**config.mk**
```make
export PLATFORM = sky130hd
export DESIGN_NAME = nov_inv_shiftrow_pipe
export DESIGN_NICKNAME = d
export VERILOG_FILES = /design/src/rtl/nov_shiftrow_pkg.sv /design/src/rtl/nov_inv_shiftrow_core.sv /design/src/rtl/nov_inv_shiftrow_pipe.sv
export SDC_FILE = /design/constraint.sdc
export NUM_CORES = 1
export LEC_CHECK = 0
export ABC_CLOCK_PERIOD_IN_PS = 14500
export CELL_PAD_IN_SITES_DETAIL_PLACEMENT = 0
export CELL_PAD_IN_SITES_GLOBAL_PLACEMENT = 1
export CORE_MARGIN = 3
export CORE_UTILIZATION = 35
export DETAILED_ROUTE_END_ITERATION = 10
export PLACE_DENSITY_LB_ADDON = 0.1
export SETUP_SLACK_MARGIN = 0.1
export SLEW_MARGIN = 25
export SYNTH_ARGS = -nofsm -noshare
export SYNTH_HDL_FRONTEND = slang
export SYNTH_HIERARCHICAL = 1
export SYNTH_SLANG_ARGS = --single-unit
```
**constraint.sdc**
```tcl
create_clock -name clk -period 14.5 [get_ports clk]
set_input_delay 2.9 -clock clk [delete_from_list [all_inputs] [get_ports clk]]
set_output_delay 2.9 -clock clk [all_outputs]
set_load 0.03 [all_outputs]
```
**src/rtl/nov_shiftrow_pkg.sv**
```systemverilog
// Shared definitions for the dynamic ShiftRows datapath (forward and inverse).
// State layout: [127:120]=r0c0, [119:112]=r1c0, ..., [7:0]=r3c3 (column-major).
package nov_shiftrow_pkg;

    localparam int BYTE_W   = 8;
    localparam int COL_W    = 32;
    localparam int STATE_W  = 128;
    localparam int NUM_ROWS = 4;
    localparam int NUM_COLS = 4;

    typedef logic [STATE_W-1:0] state_t;

    // Bit offset of the least significant bit of byte (row, col).
    function automatic int byte_lsb(logic [1:0] row, logic [1:0] col);
        return STATE_W - BYTE_W - COL_W * int'(col) - BYTE_W * int'(row);
    endfunction

    // Rotate one row so that out[c] = in[(c + amt) mod 4]; other rows pass through.
    function automatic state_t rot_row(state_t s, logic [1:0] row, logic [1:0] amt);
        state_t     r;
        logic [1:0] src;
        r = s;
        for (int c = 0; c < NUM_COLS; c++) begin
            src = 2'(c) + amt;
            r[byte_lsb(row, 2'(c)) +: BYTE_W] = s[byte_lsb(row, src) +: BYTE_W];
        end
        return r;
    endfunction

    // {p, w1}: p = parity of the whole state, w1 = AND of the four row-1 byte parities.
    // Both are invariant under any row rotation, so either side can recompute them.
    function automatic logic [1:0] parity_bits(state_t s);
        logic p;
        logic w1;
        p  = ^s;
        w1 = 1'b1;
        for (int c = 0; c < NUM_COLS; c++) begin
            w1 = w1 & (^s[byte_lsb(2'd1, 2'(c)) +: BYTE_W]);
        end
        return {p, w1};
    endfunction

    // Forward dynamic shift as used by the encryption datapath.
    function automatic state_t fwd_shift(state_t s, logic [1:0] mode);
        state_t t;
        t = rot_row(s, 2'd1, 2'd3);
        if (mode[1]) begin
            t = rot_row(t, 2'd2, 2'd2);
        end else begin
            t = rot_row(t, 2'd3, 2'd1);
        end
        t = rot_row(t, 2'd0, mode[0] ? 2'd1 : 2'd2);
        return t;
    endfunction

endpackage

```
**src/rtl/nov_inv_shiftrow_core.sv**
```systemverilog
// Combinational inverse dynamic ShiftRows permutation (src, p, w1) -> dst.
module nov_inv_shiftrow_core
    import nov_shiftrow_pkg::*;
(
    input  logic [127:0] src,
    input  logic         p,
    input  logic         w1,
    output logic [127:0] dst
);

    // Undo row1 always, then row2 or row3 depending on p, then row0 depending on w1.
    always_comb begin
        state_t t;
        t = rot_row(src, 2'd1, 2'd1);
        if (p) begin
            t = rot_row(t, 2'd2, 2'd2);
        end else begin
            t = rot_row(t, 2'd3, 2'd3);
        end
        t = rot_row(t, 2'd0, w1 ? 2'd3 : 2'd2);
        dst = t;
    end

endmodule

```
**src/rtl/nov_inv_shiftrow_pipe.sv**
```systemverilog
// Two-stage elastic pipeline restoring the AES state from a dynamically shifted one.
// S1 captures the shifted state and its {p,w1} control bits; S2 holds the permuted result.
// Handshake: a transfer happens on a rising edge where valid && ready; ready of each stage
// is !valid_k | ready_(k+1) and never depends on the upstream valid.
// Optional macro INV_SR_CHECK_EN: re-applies the forward shift to the S2 result and raises a
// sticky chk_err on any disagreement with the S1 state; otherwise chk_err is tied low.
module nov_inv_shiftrow_pipe
    import nov_shiftrow_pkg::*;
#(
    parameter int CNT_W = 32
) (
    input  logic             clk,
    input  logic             rst,
    input  logic             in_valid,
    output logic             in_ready,
    input  logic [127:0]     in_data,
    output logic             out_valid,
    input  logic             out_ready,
    output logic [127:0]     out_data,
    output logic [1:0]       out_mode,
    output logic [CNT_W-1:0] blk_cnt,
    output logic             chk_err
);

    logic         s1_v;
    logic [127:0] s1_data;
    logic [1:0]   s1_mode;
    logic         s2_v;
    logic [127:0] s2_data;
    logic [1:0]   s2_mode;
    logic         s1_ready;
    logic         s2_ready;
    logic [127:0] core_out;

    assign s2_ready = !s2_v || out_ready;
    assign s1_ready = !s1_v || s2_ready;
    assign in_ready = s1_ready;

    assign out_valid = s2_v;
    assign out_data  = s2_data;
    assign out_mode  = s2_mode;

    nov_inv_shiftrow_core u_core (
        .src (s1_data),
        .p   (s1_mode[1]),
        .w1  (s1_mode[0]),
        .dst (core_out)
    );

    // Stage 1: capture the shifted state and derive its control bits.
    always_ff @(posedge clk or posedge rst) begin
        if (rst) begin
            s1_v    <= 1'b0;
            s1_data <= '0;
            s1_mode <= 2'b00;
        end else if (s1_ready) begin
            s1_v <= in_valid;
            if (in_valid) begin
                s1_data <= in_data;
                s1_mode <= parity_bits(in_data);
            end
        end
    end

    // Stage 2: capture the un-shifted state; holds while the consumer stalls.
    always_ff @(posedge clk or posedge rst) begin
        if (rst) begin
            s2_v    <= 1'b0;
            s2_data <= '0;
            s2_mode <= 2'b00;
        end else if (s2_ready) begin
            s2_v <= s1_v;
            if (s1_v) begin
                s2_data <= core_out;
                s2_mode <= s1_mode;
            end
        end
    end

    // Count delivered blocks, wrapping naturally.
    always_ff @(posedge clk or posedge rst) begin
        if (rst) begin
            blk_cnt <= '0;
        end else if (s2_v && out_ready) begin
            blk_cnt <= blk_cnt + CNT_W'(1);
        end
    end

`ifdef INV_SR_CHECK_EN
    logic mismatch;

    assign mismatch = (fwd_shift(core_out, s1_mode) != s1_data);

    // Sticky error when the restored state does not shift back to the captured input.
    always_ff @(posedge clk or posedge rst) begin
        if (rst) begin
            chk_err <= 1'b0;
        end else if (s1_v && s2_ready && mismatch) begin
            chk_err <= 1'b1;
        end
    end
`else
    assign chk_err = 1'b0;
`endif

endmodule
```
# Word-level counts from Yosys, hierarchy flattened
# Index checks and enable logic that the tools add are counted.
# word_totals
out_inout_bits	165
input_bits	132
regBits	294
elab_cells	36
# classes
n_reduce_logical	12
n_shift	4
n_bitwise	3
n_mux	2
n_addsub	8
# ops
operator	count
indexed part select 128 x 8 -> 8 bit	4
XOR reduction 128 bit	1
two-way mux 112 bit	1
adder 32 x 1 -> 32 bit, second input constant	1
XOR reduction 8 bit	4
subtractor 7 x 7 -> 8 bit, first input constant	4
adder 2 bit, first input constant	2
AND reduction 2 bit	2
AND 1 bit	3
adder 1 x 2 -> 2 bit, first input constant	1
zero test 1 bit	2
logical OR 1 bit	2
logical AND 1 bit	1
two-way mux 1 bit	1

# Longest topological paths before layout
# Gate-level depths: netlist (run 1).
# logic_depth
ltp_word	4
mapped_depth	8
ltp_nobuf	8

# Modules after synthesis
# Netlist (run 1), hierarchy kept.
# by_module_without_submodules
mod	cells_per_inst	n_inst	seq_area_each_um2	area_each_um2
nov_inv_shiftrow_pipe	809	1	7357.1	12132.9
nov_inv_shiftrow_core	139	1	0.0	1737.9

# Least setup slack after synthesis (run 1)
# OpenSTA, ideal clock, no wires.
# synth_timing
path_kind	input -> output
from	input out_ready
to	output in_ready
n_path_buf	0
setup_slack_ns	8.348
stages	1
arrival_ns	3.252
t_required_ns	11.600
cell_sequence	nand3b_1
# synth_via
elab_chain_cells	2
# synth_lines
element	line	text
from (decl)	nov_inv_shiftrow_pipe.sv:18	input logic out_ready,
logical OR 1 bit	nov_inv_shiftrow_pipe.sv:35	assign s2_ready = !s2_v || out_ready;
logical OR 1 bit	nov_inv_shiftrow_pipe.sv:36	assign s1_ready = !s1_v || s2_ready;
to (decl)	nov_inv_shiftrow_pipe.sv:15	output logic in_ready,
# Every way passes these cells.

# Worst setup path in the final report (run 1)
# Ends and elaborated chain as after synthesis.

==> impl_metrics.env, run 1 <==
export IMPL_finalSetupViolations=0
export IMPL_grt_max_degree=120
export IMPL_synth_cell_type_count=28
export IMPL_grt_pass1_wl_um=54300
export IMPL_critPathMaxStageDelay_ps=710
export IMPL_die_y_um=205
export IMPL_pre_cts_ws_ps=7260
export IMPL_cts_hold_buffers=0
export IMPL_min_from="blk_cnt[22]$_DFFE_PP0P_"
export IMPL_cts_tree="built"
export IMPL_hold_path_class="flop to flop"
export IMPL_cts_resized_gates=0
export IMPL_detailed_place_hpwl_um=24800
export IMPL_swShare_pct=33.8
export IMPL_cpMostUsedCell="clkdlybuf4s50_1"
export IMPL_worst_slew_pin_slew_ps=1010
export IMPL_worstSetupPathDepth=3
export IMPL_drv_slew=0
export IMPL_grt_pass1_vias=8804
export IMPL_critical_path_class="input pin to output pin"
export IMPL_post_cts_buffers=0
export IMPL_path_buf_inv=2
export IMPL_wire_per_inst_um=20.1
export IMPL_fin_util_pct=46.8
export IMPL_max_slew_margin_pct=32.4
export IMPL_core_area_mm2=0.0389
export IMPL_synthArstFlopShare_pct=100
export IMPL_clock_sinks=294
export IMPL_antenna_found_initial=1
export IMPL_p_clk_share_pct=26.3
export IMPL_fin_crit_sh_pct=49.9
export IMPL_hold_viol_final=0
export IMPL_dr_pass1_iters=8
export IMPL_drc=0
export IMPL_synth_nets=1081
export IMPL_ys_warn_count=6
export IMPL_cp_slowest_cell="clkdlybuf4s50_1"
export IMPL_crit_arrival_ps=4340
export IMPL_fillers=3552
export IMPL_area_growth_synth_to_final_pct=31.2
export IMPL_clock_skew_ps=13.6
export IMPL_portBuffers=295
export IMPL_start_kind="input pin"
export IMPL_ys_flop_type="dfrtp_1"
export IMPL_vias_per_cell=4.61
export IMPL_drt_iter0_drc=243
export IMPL_clock_path_buffers=3
export IMPL_gp_congestion=0.724
export IMPL_ys_ff_latch=294
export IMPL_ios=297
export IMPL_die_x_um=205
export IMPL_synth_edf_count=0
export IMPL_clk_latency_ps=530
export IMPL_track_usage_pct=16.9
export IMPL_htree_levels=2
export IMPL_grt_overflow=0
export IMPL_clockRootBuffer="clkbuf_16"
export IMPL_cpLargestDelayFamily="buffers and inverters"
export IMPL_r2r_start="out_valid$_DFFE_PP0P_"
export IMPL_cp_end_kind="output pin"
export IMPL_routed_wl_um=35400
export IMPL_placement_rows=72
export IMPL_drive_above_1_share_pct=34.3
export IMPL_numCtsBuffers=36
export IMPL_clk_pin_slew_ps=60
export IMPL_avgSynthCellArea_um2=14.6
export IMPL_syn_inst=948
export IMPL_layout_common_cells="clkdlybuf4s50_1 (295), dfrtp_1 (293), mux2_2 (291), xnor2_1 (134), mux2_4 (64)"
export IMPL_p_sw_uw=1160
export IMPL_min_to="blk_cnt[22]$_DFFE_PP0P_"
export IMPL_p_int_uw=2270
export IMPL_maxCapViolCount=0
export IMPL_status="completed"
export IMPL_finish_net_count=1349
export IMPL_die_area_mm2=0.0421
export IMPL_fin_hold_ws_ps=491
export IMPL_fmax_mhz=138
export IMPL_synth_seq_area_share_pct=53.0
export IMPL_critPathMaxFanout=4
export IMPL_p_comb_share_pct=39.5
export IMPL_finalSetupTns_ps=0
export IMPL_cp_required_ps=11600
export IMPL_final_common_cell="clkdlybuf4s50_1"
export IMPL_netlist_area_mm2=0.0139
export IMPL_ir_drop_mv=0.0841
export IMPL_critical_path_cell_chain="clkdlybuf4s50_1, nand3b_1, clkdlybuf4s50_1"
export IMPL_pwr_share_seq_pct=34.2
export IMPL_r2r_end="out_data[107]$_DFFE_PP0P_"
export IMPL_fin_crit_ps=7240
export IMPL_fin_ws_ps=7260
export IMPL_ant_nets=0
export IMPL_r2r_cells=4
export IMPL_vias=8124
export IMPL_hold_path_cell_count=1
export IMPL_p_leak_uw=0.00746
export IMPL_rsz0062_at_grt="false"
export IMPL_regToRegSetupSlack_ps=12020
export IMPL_powerDensity_mw_per_mm2=188
export IMPL_start_util_pct=35.6
[per-stage QoR]
step | instances | cell area, µm² | power, µW
3_5_place_dp | 1696 | 17000 | 2570
4_1_cts | 1760 | 18200 | 3500
3_3_place_gp | 1696 | 17000 | 2550
2_1_floorplan | 948 | 13900 | 2080
5_1_grt | 1761 | 18200 | 3610
6_report | 1761 | 18200 | 3430
[logic make-up (layout without fill, tap and decap cells)]
kind of cell / after synthesis / count (layout) / share of synthesized area [%]
AO/OA/AOI/OAI: 2 / 2 / 0.0721
XOR/XNOR: 158 / 158 / 9.98
adder cells (fa/ha/maj): 1 / 1 / 0.0902
buffers and inverters: 74 / 368 / 4.02
flip-flops: 294 / 294 / 53.0
multiplexers: 355 / 355 / 30.6
other: 1 / 2 / 0.0270
AND/OR/NAND/NOR: 63 / 63 / 2.22
[sequential cells by signal, indices dropped and copies added, names as in the netlist]
name	count
out_data	128
s1_data	128
blk_cnt	32
out_mode	2
s1_mode	2
out_valid	1
s1_v	1
[cell type report]
class	count	area, µm²	share of cell area (%)
diodes	1	2.50	0.0137
clock buffers	57	1130	6.21
clock inverters	7	60.1	0.330
inverters	1	11.3	0.0619
multi-input cells	580	5970	32.8
flip-flops and latches	294	7360	40.4
well taps	518	648	3.56
repair buffers	303	3020	16.6
[per-layer routing]
metal / GRT usage (%) / wire length, µm / up-vias
met4: 5.25 / 700 / 0
met1: 22.9 / 16000 / 4121
met5: 0 / 0 / -
li1: - / - / 3777
met3: 4.56 / 2280 / 46
met2: 26.7 / 16400 / 180
[synthesized netlist by cell type, drive strengths merged (2+ instances only)]
library cell / n / area, µm²
and3: 5 / 31.3
buf: 66 / 528
clkbuf: 7 / 26.3
dfrtp: 294 / 7360
mux2: 355 / 4240
nand2: 22 / 82.6
nand2b: 3 / 18.8
nand3: 10 / 50.1
nand4: 6 / 37.5
nor2: 9 / 33.8
nor3: 4 / 25.0
o21ai: 2 / 10.0
xnor2: 134 / 1170
xor2: 24 / 210
[how the worst max path moves through the flow]
stage	from	endpoint
3_3_place_gp	out_ready	in_ready
2_1_floorplan	rst	blk_cnt[0]$_DFFE_PP0P_
3_5_place_dp	out_ready	in_ready
6_report	out_ready	in_ready
5_1_grt	out_ready	in_ready
4_1_cts	out_ready	in_ready
[power groups by stage]
stage	Combinational [µW]	Sequential, µW	Clock (µW)
finish	1350	1170	900
global route	1440	1210	968
CTS	1380	1180	938
detailed placement	1380	1190	0
global placement	1370	1180	0
floorplan	619	1470	0
Power figures use the tool's default switching activity.
==> inputs of run 2 (changes only) <==
--- a/config.mk
+++ b/config.mk
@@ -5,7 +5,7 @@
 export SDC_FILE = /design/constraint.sdc
 export NUM_CORES = 1
 export LEC_CHECK = 0
-export ABC_CLOCK_PERIOD_IN_PS = 14500
+export ABC_CLOCK_PERIOD_IN_PS = 6520
 export CELL_PAD_IN_SITES_DETAIL_PLACEMENT = 0
 export CELL_PAD_IN_SITES_GLOBAL_PLACEMENT = 1
 export CORE_MARGIN = 3
==> constraint.sdc (replaced) <==
create_clock -name clk -period 6.52 [get_ports clk]
set_input_delay 1.304 -clock clk [delete_from_list [all_inputs] [get_ports clk]]
set_output_delay 1.304 -clock clk [all_outputs]
set_load 0.03 [all_outputs]
==> impl_metrics.env, run 2 (synthesized netlist as in run 1, its figures left out) <==
export IMPL_status="completed"
export IMPL_track_usage_pct=16.5
export IMPL_ir_drop_mv=0.180
export IMPL_fmax_mhz=244
export IMPL_clock_skew_ps=19.7
export IMPL_start_kind="input pin"
export IMPL_maxCapViolCount=0
export IMPL_area_growth_synth_to_final_pct=31.3
export IMPL_die_x_um=205
export IMPL_critPathMaxFanout=4
export IMPL_fin_crit_sh_pct=63.0
export IMPL_detailed_place_hpwl_um=24400
export IMPL_portBuffers=295
export IMPL_n_antenna_cell=0
export IMPL_fin_crit_ps=4110
export IMPL_htree_levels=2
export IMPL_r2r_cells=4
export IMPL_ant_nets=0
export IMPL_wire_per_inst_um=19.8
export IMPL_cts_tree="built"
export IMPL_ios=297
export IMPL_p_leak_uw=0.00745
export IMPL_regToRegSetupSlack_ps=4280
export IMPL_r2r_start="out_valid$_DFFE_PP0P_"
export IMPL_placement_rows=72
export IMPL_grt_max_degree=131
export IMPL_clockRootBuffer="clkbuf_16"
export IMPL_post_cts_buffers=0
export IMPL_cts_hold_buffers=0
export IMPL_finalSetupTns_ps=0
export IMPL_dr_pass1_iters=4
export IMPL_vias_per_cell=4.62
export IMPL_rsz0062_at_grt="false"
export IMPL_powerDensity_mw_per_mm2=416
export IMPL_cp_end_kind="output pin"
export IMPL_drc=0
export IMPL_core_area_mm2=0.0389
export IMPL_finish_net_count=1350
export IMPL_drv_slew=0
export IMPL_max_slew_margin_pct=44.9
export IMPL_fin_hold_ws_ps=467
export IMPL_cts_resized_gates=0
export IMPL_clk_pin_slew_ps=60
export IMPL_start_util_pct=35.6
export IMPL_r2r_end="s1_data[115]$_DFFE_PP0P_"
export IMPL_vias=8134
export IMPL_numCtsBuffers=36
export IMPL_die_y_um=205
export IMPL_worst_slew_pin_slew_ps=826
export IMPL_cp_required_ps=5220
export IMPL_crit_path_end="in_ready"
export IMPL_drive_above_1_share_pct=34.2
export IMPL_clock_path_buffers=3
export IMPL_hold_path_class="flop to flop"
export IMPL_grt_pass1_wl_um=53000
export IMPL_die_area_mm2=0.0421
export IMPL_clock_sinks=294
export IMPL_grt_overflow=0
export IMPL_hold_viol_final=0
export IMPL_power_uw=7570
export IMPL_crit_arrival_ps=2800
export IMPL_routed_wl_um=34800
export IMPL_hold_path_cell_count=1
export IMPL_grt_pass1_vias=8625
export IMPL_layout_common_cells="clkdlybuf4s50_1 (295), dfrtp_1 (293), mux2_2 (291), xnor2_1 (134), mux2_4 (64)"
export IMPL_gp_congestion=0.738
export IMPL_clk_latency_ps=530
export IMPL_critical_path_class="input pin to output pin"
export IMPL_finalSetupViolations=0
export IMPL_final_common_cell="clkdlybuf4s50_1"
export IMPL_drt_iter0_drc=165
export IMPL_crit_start="out_ready"
export IMPL_antenna_found_initial=0
[run 2: changes by cell type in the layout (fill, tap and decap cells not counted)]
cell / previous run / this run
clkinvlp_4: 0 / 2
buf_12: 0 / 4
clkbuf_8: 13 / 9
buf_4: 7 / 5
clkinv_2: 6 / 7
inv_8: 1 / 0
buf_6: 1 / 0
diode_2: 1 / 0
[run 2: worst max-delay path: stages]
cell and delay, ps:
clkdlybuf4s50_1 530, nand3b_1 250, clkdlybuf4s50_1 720
[run 2: layout make-up]
class	count	area [µm²]
clock buffers	53	1080
multi-input cells	580	5970
well taps	518	648
clock inverters	9	72.6
repair buffers	304	3070
fillers	3544	20700
flip-flops and latches	294	7360
inverters	1	7.51
[run 2: worst min path at each step]
| stage | slack, ps | start | end |
|---|---|---|---|
| floorplan | 460 | s1_v$_DFFE_PP0N_ | out_valid$_DFFE_PP0P_ |
| global placement | 460 | blk_cnt[31]$_DFFE_PP0P_ | blk_cnt[31]$_DFFE_PP0P_ |
| detailed placement | 470 | blk_cnt[31]$_DFFE_PP0P_ | blk_cnt[31]$_DFFE_PP0P_ |
| CTS | 480 | blk_cnt[31]$_DFFE_PP0P_ | blk_cnt[31]$_DFFE_PP0P_ |
| global route | 480 | blk_cnt[31]$_DFFE_PP0P_ | blk_cnt[31]$_DFFE_PP0P_ |
| finish | 470 | blk_cnt[31]$_DFFE_PP0P_ | blk_cnt[31]$_DFFE_PP0P_ |
[run 2: report_power, final]
group | internal, µW | switching, µW
sequential | 2300 | 301
clock | 1180 | 776
combinational | 1530 | 1490
total | 5010 | 2570
[run 2: layer usage]
layer	vias to the layer above	share of wire (%)	GRT usage, %	wire length (µm)
met4	0	1.7	4.59	575
met3	39	6.4	4.86	2250
met1	4123	45	22.1	15800
li1	3789	-	-	-
met5	-	0	0	0
met2	183	47	26.2	16200
[run 2: per-stage QoR]
stage,utilization (%),cells,area [µm²],worst slack [ps]
global placement,43.8,1696,17000,2400
finish,46.8,1759,18200,2410
detailed placement,43.8,1697,17100,2400
CTS,46.8,1759,18200,2390
floorplan,-,948,13900,1310
global route,46.8,1759,18200,2350
==> inputs of run 3 (changes only) <==
--- a/config.mk
+++ b/config.mk
@@ -5,7 +5,7 @@
 export SDC_FILE = /design/constraint.sdc
 export NUM_CORES = 1
 export LEC_CHECK = 0
-export ABC_CLOCK_PERIOD_IN_PS = 6520
+export ABC_CLOCK_PERIOD_IN_PS = 3900
 export CELL_PAD_IN_SITES_DETAIL_PLACEMENT = 0
 export CELL_PAD_IN_SITES_GLOBAL_PLACEMENT = 1
 export CORE_MARGIN = 3
==> constraint.sdc (replaced) <==
create_clock -name clk -period 3.9 [get_ports clk]
set_input_delay 0.78 -clock clk [delete_from_list [all_inputs] [get_ports clk]]
set_output_delay 0.78 -clock clk [all_outputs]
set_load 0.03 [all_outputs]
==> impl_metrics.env, run 3 (synthesized netlist as in run 1, its figures left out) <==
export IMPL_die_area_mm2=0.0421
export IMPL_worst_slew_pin_slew_ps=757
export IMPL_swShare_pct=33.7
export IMPL_antenna_found_initial=2
export IMPL_hold_path_cell_count=1
export IMPL_layout_common_cells="clkdlybuf4s50_1 (295), dfrtp_1 (293), mux2_2 (291), xnor2_1 (134), mux2_4 (64)"
export IMPL_hold_path_class="flop to flop"
export IMPL_ant_nets=0
export IMPL_fillers=3582
export IMPL_clockRootBuffer="clkbuf_16"
export IMPL_finalSetupViolations=0
export IMPL_clock_path_buffers=3
export IMPL_wire_per_inst_um=19.8
export IMPL_core_area_mm2=0.0389
export IMPL_area_growth_synth_to_final_pct=31.7
export IMPL_vias=8092
export IMPL_gp_congestion=0.740
export IMPL_cts_hold_buffers=0
export IMPL_drv_slew=0
export IMPL_cts_tree="built"
export IMPL_clk_pin_slew_ps=50
export IMPL_p_comb_share_pct=39.7
export IMPL_clock_skew_ps=16.5
export IMPL_placement_rows=72
export IMPL_fin_crit_ps=3030
export IMPL_numCtsBuffers=35
export IMPL_drt_iter0_drc=196
export IMPL_cp_end_kind="output pin"
export IMPL_powerDensity_mw_per_mm2=694
export IMPL_drive_above_1_share_pct=34.1
export IMPL_cts_resized_gates=0
export IMPL_drc=0
export IMPL_grt_pass1_vias=8768
export IMPL_fin_crit_sh_pct=77.7
export IMPL_fin_util_pct=46.9
export IMPL_detailed_place_hpwl_um=24700
export IMPL_crit_arrival_ps=2250
export IMPL_regToRegSetupSlack_ps=1990
export IMPL_pwr_share_seq_pct=34.5
export IMPL_cp_slowest_cell="clkdlybuf4s50_1"
export IMPL_worstSetupPathDepth=3
export IMPL_status="completed"
export IMPL_critPathMaxStageDelay_ps=740
export IMPL_portBuffers=295
export IMPL_die_x_um=205
export IMPL_grt_max_degree=87
export IMPL_cp_required_ps=3120
export IMPL_dr_pass1_iters=7
export IMPL_start_kind="input pin"
export IMPL_critical_path_class="input pin to output pin"
export IMPL_final_common_cell="clkdlybuf4s50_1"
export IMPL_fmax_mhz=330
export IMPL_ios=297
export IMPL_ir_drop_mv=0.383
export IMPL_cpMostUsedCell="clkdlybuf4s50_1"
export IMPL_p_leak_uw=0.00747
export IMPL_start_util_pct=35.6
export IMPL_track_usage_pct=16.7
export IMPL_critPathMaxFanout=4
export IMPL_post_cts_buffers=0
export IMPL_path_buf_inv=2
export IMPL_clk_latency_ps=530
export IMPL_r2r_cells=6
export IMPL_cpLargestDelayFamily="buffers and inverters"
export IMPL_vias_per_cell=4.61
export IMPL_grt_overflow=0
export IMPL_finish_net_count=1352
export IMPL_max_slew_margin_pct=49.5
export IMPL_routed_wl_um=34800
export IMPL_critical_path_cell_chain="clkdlybuf4s50_1, nand3b_1, clkdlybuf4s50_1"
export IMPL_clock_sinks=294
export IMPL_die_y_um=205
export IMPL_htree_levels=2
export IMPL_grt_pass1_wl_um=53500
export IMPL_p_int_uw=8400
export IMPL_maxCapViolCount=0
export IMPL_hold_viol_final=0
export IMPL_p_clk_share_pct=25.7
export IMPL_p_sw_uw=4270
export IMPL_rsz0062_at_grt="false"
export IMPL_finalSetupTns_ps=0
## run 3: changes by cell type in the layout (fill, tap and decap cells not counted), sizes merged
cell      previous run  this run
buf                  9        12
bufinv               1         2
clkbuf              53        51
clkinv               7         2
clkinvlp             2         1
diode                0         1
## run 3: path summary, 6_finish.rpt
path	start	to
worst max-delay path	out_ready	in_ready
worst min-delay path	blk_cnt[31]$_DFFE_PP0P_	blk_cnt[31]$_DFFE_PP0P_
worst max register to register	out_valid$_DFFE_PP0P_	blk_cnt[31]$_DFFE_PP0P_
worst min register to register	blk_cnt[31]$_DFFE_PP0P_	blk_cnt[31]$_DFFE_PP0P_
max in group asynchronous	rst	s1_mode[1]$_DFFE_PP0P_
min in group asynchronous	rst	out_data[82]$_DFFE_PP0P_
## run 3: per-stage QoR
stage	hold slack [ps]	cell area (µm²)	total power (µW)	setup WS, ps	instances
detailed placement	467	17100	9550	717	1700
finish	465	18300	12700	868	1756
global route	482	18300	13400	802	1756
CTS	475	18300	12900	841	1755
floorplan	457	13900	7750	-783	948
global placement	461	17100	9540	728	1700
## run 3: area by class of cell
cell class / count / area, µm² / share of cell area [%]
clock buffer: 51 / 1060 / 5.80
antenna: 1 / 2.50 / 0.0137
sequential: 294 / 7360 / 40.3
timing repair buffer: 307 / 3140 / 17.2
inverter: 1 / 7.51 / 0.0411
clock inverter: 4 / 70.1 / 0.384
tap: 518 / 648 / 3.55
multi-input combinational: 580 / 5970 / 32.7
## run 3: routing by layer
layer	vias up	share of wire, %	GRT usage (%)
li1	3797	-	-
met1	4068	44	21.7
met2	183	47	26.9
met3	42	6.9	5.58
met4	2	1.7	4.03
met5	-	0.037	0
## run 3: power groups by stage
stage,logic [µW],registers [µW],clock network (µW)
4_1_cts,5130,4400,3400
2_1_floorplan,2300,5450,0
5_1_grt,5340,4500,3530
6_report,5040,4380,3260
3_5_place_dp,5110,4440,0
3_3_place_gp,5110,4420,0
